### src/rtl/mc_control.sv
// Multi-cycle MIPS control: steps each instruction through FETCH/DECODE/EXEC/MEM/WB,
// drives datapath enables and selects, flags illegal opcodes and counts retirements.
module mc_control #(
  parameter int CNT_W       = 32,
  parameter bit FAST_BRANCH = 1'b0
) (
  input  logic             clk,
  input  logic             reset,
  input  logic [31:0]      IR,
  input  logic             zero,
  input  logic             im_ready,
  input  logic             dm_ready,
  output logic             PC_WE,
  output logic             IR_WE,
  output logic [1:0]       NPCsel,
  output logic [1:0]       ExtOp,
  output logic [1:0]       ALUasel,
  output logic [1:0]       ALUbsel,
  output logic [3:0]       ALUOp,
  output logic             DM_RE,
  output logic             DM_WE,
  output logic [1:0]       A3sel,
  output logic [1:0]       WDsel,
  output logic             GRF_WE,
  output logic             illegal,
  output logic [CNT_W-1:0] instret,
  output logic [2:0]       state
);

  typedef enum logic [2:0] {
    S_FETCH  = 3'd0,
    S_DECODE = 3'd1,
    S_EXEC   = 3'd2,
    S_MEM    = 3'd3,
    S_WB     = 3'd4
  } state_t;

  state_t cur_st, nxt_st;

  logic [5:0] op, func;
  logic       unused_ir;
  assign op        = IR[31:26];
  assign func      = IR[5:0];
  assign unused_ir = ^IR[25:6];

  logic i_addu, i_subu, i_jr, i_ori, i_lui, i_lw, i_sw, i_beq, i_j, i_jal, legal;

  always_comb begin
    i_addu = (op == 6'b000000) && (func == 6'b100001);
    i_subu = (op == 6'b000000) && (func == 6'b100011);
    i_jr   = (op == 6'b000000) && (func == 6'b001000);
    i_ori  = (op == 6'b001101);
    i_lui  = (op == 6'b001111);
    i_lw   = (op == 6'b100011);
    i_sw   = (op == 6'b101011);
    i_beq  = (op == 6'b000100);
    i_j    = (op == 6'b000010);
    i_jal  = (op == 6'b000011);
    legal  = i_addu | i_subu | i_jr | i_ori | i_lui | i_lw | i_sw | i_beq | i_j | i_jal;
  end

  // Per-instruction selects; an illegal word decodes to all zeros.
  logic [1:0] dec_npc, dec_ext, dec_bsel, dec_a3, dec_wd;
  logic [3:0] dec_aluop;

  always_comb begin
    dec_npc   = 2'd0;
    dec_ext   = 2'd0;
    dec_bsel  = 2'd0;
    dec_aluop = 4'b0000;
    dec_a3    = 2'd0;
    dec_wd    = 2'd0;
    if (i_beq)         dec_npc = 2'd1;
    if (i_j | i_jal)   dec_npc = 2'd2;
    if (i_jr)          dec_npc = 2'd3;
    if (i_ori)         dec_ext = 2'd1;
    if (i_lui)         dec_ext = 2'd2;
    if (i_ori | i_lui | i_lw | i_sw) dec_bsel = 2'd1;
    if (i_subu | i_beq) dec_aluop = 4'b0001;
    if (i_ori)         dec_aluop = 4'b0011;
    if (i_ori | i_lui | i_lw) dec_a3 = 2'd1;
    if (i_jal)         dec_a3 = 2'd2;
    if (i_lw)          dec_wd = 2'd1;
    if (i_jal)         dec_wd = 2'd2;
  end

  logic pc_we, ir_we, dm_re, dm_we, grf_we, ill, hold_sel, done;

  always_comb begin
    nxt_st   = cur_st;
    pc_we    = 1'b0;
    ir_we    = 1'b0;
    dm_re    = 1'b0;
    dm_we    = 1'b0;
    grf_we   = 1'b0;
    ill      = 1'b0;
    hold_sel = 1'b0;
    done     = 1'b0;
    case (cur_st)
      S_FETCH: begin
        pc_we = im_ready;
        ir_we = im_ready;
        if (im_ready) nxt_st = S_DECODE;
      end
      S_DECODE: begin
        hold_sel = 1'b1;
        if (!legal) begin
          ill    = 1'b1;
          nxt_st = S_FETCH;
        end else if (i_j | i_jr) begin
          pc_we  = 1'b1;
          done   = 1'b1;
          nxt_st = S_FETCH;
        end else if (i_jal) begin
          pc_we  = 1'b1;
          grf_we = 1'b1;
          done   = 1'b1;
          nxt_st = S_FETCH;
        end else if (i_beq && FAST_BRANCH) begin
          pc_we  = zero;
          done   = 1'b1;
          nxt_st = S_FETCH;
        end else begin
          nxt_st = S_EXEC;
        end
      end
      S_EXEC: begin
        hold_sel = 1'b1;
        if (i_beq) begin
          pc_we  = zero;
          done   = 1'b1;
          nxt_st = S_FETCH;
        end else if (i_lw | i_sw) begin
          nxt_st = S_MEM;
        end else begin
          nxt_st = S_WB;
        end
      end
      S_MEM: begin
        hold_sel = 1'b1;
        dm_re    = i_lw;
        dm_we    = i_sw;
        if (dm_ready) begin
          nxt_st = i_lw ? S_WB : S_FETCH;
          done   = i_sw;
        end
      end
      S_WB: begin
        hold_sel = 1'b1;
        grf_we   = 1'b1;
        done     = 1'b1;
        nxt_st   = S_FETCH;
      end
      default: nxt_st = S_FETCH;
    endcase
  end

  always_ff @(posedge clk or posedge reset) begin
    if (reset) begin
      cur_st  <= S_FETCH;
      instret <= '0;
    end else begin
      cur_st <= nxt_st;
      if (done) instret <= instret + {{(CNT_W-1){1'b0}}, 1'b1};
    end
  end

  // Enables are gated by reset so an in-flight access aborts without waiting for an edge.
  assign PC_WE   = pc_we  & ~reset;
  assign IR_WE   = ir_we  & ~reset;
  assign DM_RE   = dm_re  & ~reset;
  assign DM_WE   = dm_we  & ~reset;
  assign GRF_WE  = grf_we & ~reset;
  assign illegal = ill    & ~reset;

  assign NPCsel  = hold_sel ? dec_npc   : 2'd0;
  assign ExtOp   = hold_sel ? dec_ext   : 2'd0;
  assign ALUasel = 2'd0;
  assign ALUbsel = hold_sel ? dec_bsel  : 2'd0;
  assign ALUOp   = hold_sel ? dec_aluop : 4'b0000;
  assign A3sel   = hold_sel ? dec_a3    : 2'd0;
  assign WDsel   = hold_sel ? dec_wd    : 2'd0;
  assign state   = cur_st;

endmodule

### config.mk
export PLATFORM = sky130hd
export DESIGN_NAME = mc_control
export DESIGN_NICKNAME = d
export VERILOG_FILES = /design/src/rtl/mc_control.sv
export SDC_FILE = /design/constraint.sdc
export NUM_CORES = 1
export LEC_CHECK = 0
export BUFFER_PORTS_ARGS = -buffer_cell sky130_fd_sc_hd__buf_2
export CORE_ASPECT_RATIO = 0.8
export CORE_MARGIN = 2
export CORE_UTILIZATION = 35
export DETAILED_ROUTE_END_ITERATION = 8
export PLACE_DENSITY_LB_ADDON = 0.15
export SYNTH_ARGS = -nofsm -noshare
export SYNTH_HDL_FRONTEND = slang
export SYNTH_SLANG_ARGS = --single-unit
### constraint.sdc
create_clock -name clk -period 2.1 [get_ports clk]
set_clock_uncertainty 0.05 [all_clocks]
set_input_delay 0.105 -clock clk [delete_from_list [all_inputs] [get_ports clk]]
set_output_delay 0.105 -clock clk [all_outputs]
set_load 0.01 [all_outputs]
==> Word level (Yosys, flattened, before mapping) <==
Cells that the tools add are included.
{ "op_classes": {"n_addsub": 1, "eq_ne": 16, "mux": 44, "bitwise_logic": 23, "reduce_logical": 7} }
{ "op_table": {"columns": ["cell", "n"], "rows": [
  ["adder 32 x 1 -> 32 bit, second input constant", 1],
  ["two-way mux 2 bit", 13],
  ["== test 6 bit, second input constant", 4],
  ["two-way mux 1 bit", 20],
  ["== test 6 x 4 -> 1 bit, second input constant", 3],
  ["bitwise OR 1 bit", 16],
  ["two-way mux 3 bit", 5],
  ["== test 6 x 2 -> 1 bit, second input constant", 2],
  ["case mux 3 bit (4 select lines)", 1],
  ["two-way mux 4 bit", 2],
  ["AND 1 bit", 6],
  ["== test 3 x 2 -> 1 bit, second input constant", 2],
  ["== test 6 x 3 -> 1 bit, second input constant", 1],
  ["zero test 6 bit", 1],
  ["!= test 2 bit, second input constant", 2],
  ["case mux 1 bit (4 select lines)", 1],
  ["OR reduction 4 bit", 1],
  ["== test 3 x 1 -> 1 bit, second input constant", 1],
  ["== test 3 bit, second input constant", 1],
  ["logical AND 1 bit", 3],
  ["zero test 3 bit", 1],
  ["case mux 1 bit (3 select lines)", 1],
  ["case mux 1 bit (2 select lines)", 1],
  ["AND reduction 2 bit", 1],
  ["inverter 1 bit", 1]
]} }
{ "word_totals": {"reg_bits": 35, "input_bits": 37, "output_inout_bits": 57, "wordCells": 93} }

==> Depth between registers and ports, before layout <==
{ "logic_depth": {"depth_word": 14, "mapped_depth": 8, "mapped_depth_nobuf": 6} }

==> Least setup slack after synthesis <==
No wires, ideal clock.
{ "synth_timing": {"kind": "reg2reg", "startpoint": "reg cur_st[2] (netlist: state[2])", "endpoint": "reg instret[8]", "setup_ps": 127, "arrival_time_ps": 1689, "setup_slack_ps": 234, "stages_incl_launch_ff": 9, "n_path_buf": 3, "synth_period_minus_slack_ps": 1866, "cell_sequence": "dfrtp_1 > buf_6 > nor3b_4 > a32o_2 > a21o_1 > buf_2 > buf_2 > o211ai_1 > xnor2_1"} }
{ "synth_via": {"elab_chain_len": 2, "elab_cells_between_ends": 5} }
{ "synth_lines": {"columns": ["item", "line", "text"], "rows": [
  ["start, declared", "38", "state_t cur_st, nxt_st;"],
  ["start signal, assigned", "163", "cur_st <= nxt_st;"],
  ["== test 3 bit, or another cell as far along", "99", "case (cur_st)"],
  ["case mux 1 bit (4 select lines) (*)", "99", null],
  ["end signal, assigned", "164", "if (done) instret <= instret + {{(CNT_W-1){1'b0}}, 1'b1};"],
  ["end, declared", "26", "output logic [CNT_W-1:0] instret,"]
]} }
Every way passes the cells marked *; elsewhere a longest branch is shown, timed or not.
A chain may end at the register's enable or synchronous reset.

==> Worst setup path in the final report <==
{ "layout_timing": {"startpoint": "reg cur_st[1] (netlist: state[1])", "endpoint": "out A3sel[0]"} }
{ "layout_via": {"elab_chain_len": 4, "elab_cells_between_ends": 7} }
{ "layout_lines": {"columns": ["item", "line", "text"], "rows": [
  ["== test 3 x 2 -> 1 bit, or another cell as far along", "99", null],
  ["OR reduction 4 bit (no source line) (*)", null, null],
  ["two-way mux 1 bit (*)", "99", null],
  ["two-way mux 2 bit (*)", "181", "assign A3sel = hold_sel ? dec_a3 : 2'd0;"],
  ["end, declared", "22", "output logic [1:0] A3sel,"]
]} }
Marked as above.

==> key figures <==
Synth
  – Xor/xnor share of the synthesized area: 0.122
  – Synth cell count leaders: dfrtp_1, xnor2_1, nor2_1, nand2_1, o2111ai_1
  – Share of async-settable or async-resettable flops after synthesis: 1.00
  – Main combinational cell family by area after synthesis: simple AND/OR/NAND/NOR gates
  – Number of register bits inferred by synthesis: 35
  – Compound-gate portion of the synthesized area: 0.179
  – Number of distinct library cell variants in the gate-level netlist after synthesis: 54
  – Synth top area cells: dfrtp_1, xnor2_1, o2111ai_1
  – Avg Synthesized Cell Area: between 9 and 10 sq um
  – Fraction of post-synthesis cell area in the top cell type by area: 0.381
  – Most used DFF post-synth: dfrtp_1
  – Cell taking the most area after synthesis: dfrtp_1
  – Most common cell in the netlist: dfrtp_1
  – Number of enable flip-flop cells after synthesis: 0
  – Share of synthesized cell area in and, or, nand and nor gates: 0.239
  – Area share of fa/ha/maj cells after synthesis: 0.00545
  – Netlist area before placement: ~2300 sq um
  – Warnings from Yosys: 0
  – Multiplexer share of the synthesized area: 0.00980
  – Sequential area share after synthesis: 0.381
  – Count of mapped cells out of synthesis: between 200 and 250

Route
  – Detailed-route wire length: about 5700 um
  – Drt drc: 0
  – Detail-routed via count per cell: 5.15
  – Iteration count of the initial detailed-routing pass: 4
  – Vias: a little over 2000
  – Routed length per placed instance: roughly 14 um
  – First-iteration detailed-routing DRC count: 102
  – DRT antenna net count: 0

STA
  – Setup Total Neg Slack: 0 ns
  – Achievable frequency: 0.525 GHz
  – Number of hold violations in the final report: 0
  – Tcrit/Tclk final: 0.906
  – Post-route minimum period: 1.90 ns
  – Final number of setup-violating endpoints: 0
  – Number of slew-limit violations in the final report: 0
  – Unrepaired setup endpoints after global routing: no

Layout
  – Fraction of final layout cells sized beyond drive strength 1: 0.358
  – Total number of nets in the final design: 347
  – Post-synthesis to final-layout area growth: 25.5%
  – Number of diodes added for antenna fixing: 0
  – Fill cells: around 660
  – Post-Layout Cell Count: 394
  – Final Core Density: 0.452
  – Area of all placed cells without fillers: 2880 sq um

Floorplanning
  – Die width: between 90 and 100 um
  – Boundary Pins: 94
  – Num rows: 26
  – Core box area: 6380 sq um
  – Die extent in y: 76.5 um
  – Area enclosed by the die boundary: 7230 sq um
  – Starting density of the core: 0.360

Clocking
  – Library cell used as clock root buffer: clkbuf_8
  – Latest clock arrival within the worst-skew pair: roughly 0.28 ns
  – Post-CTS Setup Repair Bufs: 0
  – Sinks on the clock net: 35
  – Total of cells resized after clock tree synthesis: 0
  – Num CTS Buffers: 5
  – H-tree depth reported by CTS: 2
  – Clock-pin slew reported for the worst setup and hold paths after clock tree synthesis: 0.07 ns
  – Hold_buf cts: 1
  – Clock Path Buffers: 2
  – Clock tree from TritonCTS: built

Setup path
  – Arrival time at the worst endpoint: roughly 1.8 ns
  – Minimum setup slack among reg-to-reg paths: 0.22 ns
  – Critical path data required time: 1.95 ns
  – Sort of element at the end of the critical path: output pin
  – Reg2Reg Launch Point: instret[9]$_DFFE_PP0P_
  – Setup CP Type: register to output pin
  – Peak fanout along the critical path: 10
  – Cells on worst reg2reg path: 5
  – Reg-to-reg endpoint: instret[27]$_DFFE_PP0P_
  – Type of element launching the critical path: register

Worst hold path
  – Hold Path Stages: 3
  – Type of the worst min-delay path: input pin to register
  – Origin of the worst min-delay path: dm_ready
  – Terminating pin of the worst hold path: state[0]$_DFFE_PP0P_

Run status
  – Run status: complete, no violations

Placed design
  – Post-placement cell count: 385
  – Count of buffers inserted at the top-level ports: 68
  – Total half-perimeter wirelength after legalization and detailed placement: between 4000 and 5000 um
  – Weighted congestion at the end of routability-driven global placement: 0.818
  – Cell area reported after detailed placement: ~2800 sq um

GRT
  – First-pass GRT wire length: 9800 um
  – Number of global-route vias before repair: 1864
  – Largest net degree at the start of global routing: 36
  – Overall fraction of global-route tracks in use: 0.168
  – Antenna violations before repair: 0
  – Leftover overflow at the end of global routing: 0

Power and ir drop
  – Static Leak: 1.37 nW
  – Worst vdd rail ir drop: 0.361 mV
  – Pwr/cell area: 553 nW/um^2

Run
  – Number of maximum-capacitance constraint violations: 0
==> cells by family (layout without fill, tap and decap cells) <==
group | Yosys count | after routing
flops | 35 | 35
simple gates | 90 | 90
buf+inv | 20 | 96
xor+xnor | 32 | 32
other cells | 1 | 5
fa+ha+maj | 1 | 1
mux | 2 | 2
compound gates | 49 | 49
==> stage by stage <==
step                      setup slack (ns)  total power [mW]  hold slack [ns]
after global placement               0.248             0.972            0.272
after floorplan                      0.234             0.885            0.204
after global routing               0.00384              1.69           0.0849
final                                0.197              1.59           0.0825
after detailed placement             0.219             0.974            0.269
after CTS                            0.171              1.61           0.0749
==> cells in the final DEF (no fill, tap or decap), drive strengths merged, types with 4 or more instances in the layout <==
cell type  synthesis  final
and3              12     12
dfrtp             35     35
xor2               5      5
nor2              15     15
conb               1      5
o2111ai           11     11
nor2b              4      4
nand3             11     11
nand4              4      4
inv                4      4
clkbuf             2      6
buf               14     83
xnor2             27     27
a21oi              6      6
o21ai              9      9
nor3              11     11
and4               6      6
o211ai             8      8
nand2             14     14
==> state kept, by name, indices dropped and copies added, names as in the netlist <==
signal   flops
instret     32
state        3
==> routing by layer <==
metal | track usage | share of wire
met5 | 0 | 0
met4 | 0.0174 | 0.0032
met3 | 0.0376 | 0.054
met2 | 0.235 | 0.42
met1 | 0.271 | 0.52
==> how the worst max path moves through the flow <==
| stage | startpoint | end | slack (ns) | cells after the start |
|---|---|---|---|---|
| after floorplan | state[2]$_DFFE_PP0P_ | instret[8]$_DFFE_PP0P_ | 0.23 | 8 |
| after global placement | instret[9]$_DFFE_PP0P_ | instret[29]$_DFFE_PP0P_ | 0.25 | 5 |
| after detailed placement | state[2]$_DFFE_PP0P_ | instret[27]$_DFFE_PP0P_ | 0.22 | 4 |
| after CTS | state[2]$_DFFE_PP0P_ | DM_WE | 0.17 | 4 |
| after global routing | instret[9]$_DFFE_PP0P_ | instret[27]$_DFFE_PP0P_ | 0.004 | 5 |
| final | state[1]$_DFFE_PP0P_ | A3sel[0] | 0.20 | 6 |
==> report_power, final <==
part	internal, mW	switching, mW
Combinational	0.100	0.125
Sequential	0.701	0.0357
Clock	0.384	0.248
Total	1.19	0.408
==> area by class of cell <==
type / instances / area, sq um / area share
clock buffers: 6 / 82.6 / 0.0286
clock inverters: 2 / 35.0 / 0.0121
inverters: 4 / 15.0 / 0.00521
multi-input cells: 179 / 1290 / 0.449
flip-flops and latches: 35 / 876 / 0.304
well taps: 84 / 105 / 0.0364
repair buffers: 84 / 475 / 0.165
==> worst max-delay path: stages, from the launching register on <==
cell,delay [ns]
dfrtp_1,0.54
nor2_1,0.10
buf_4,0.16
xor2_1,0.13
buf_4,0.18
a221oi_1,0.19
buf_2,0.17
Note: power is estimated with default switching activity, not from simulation.
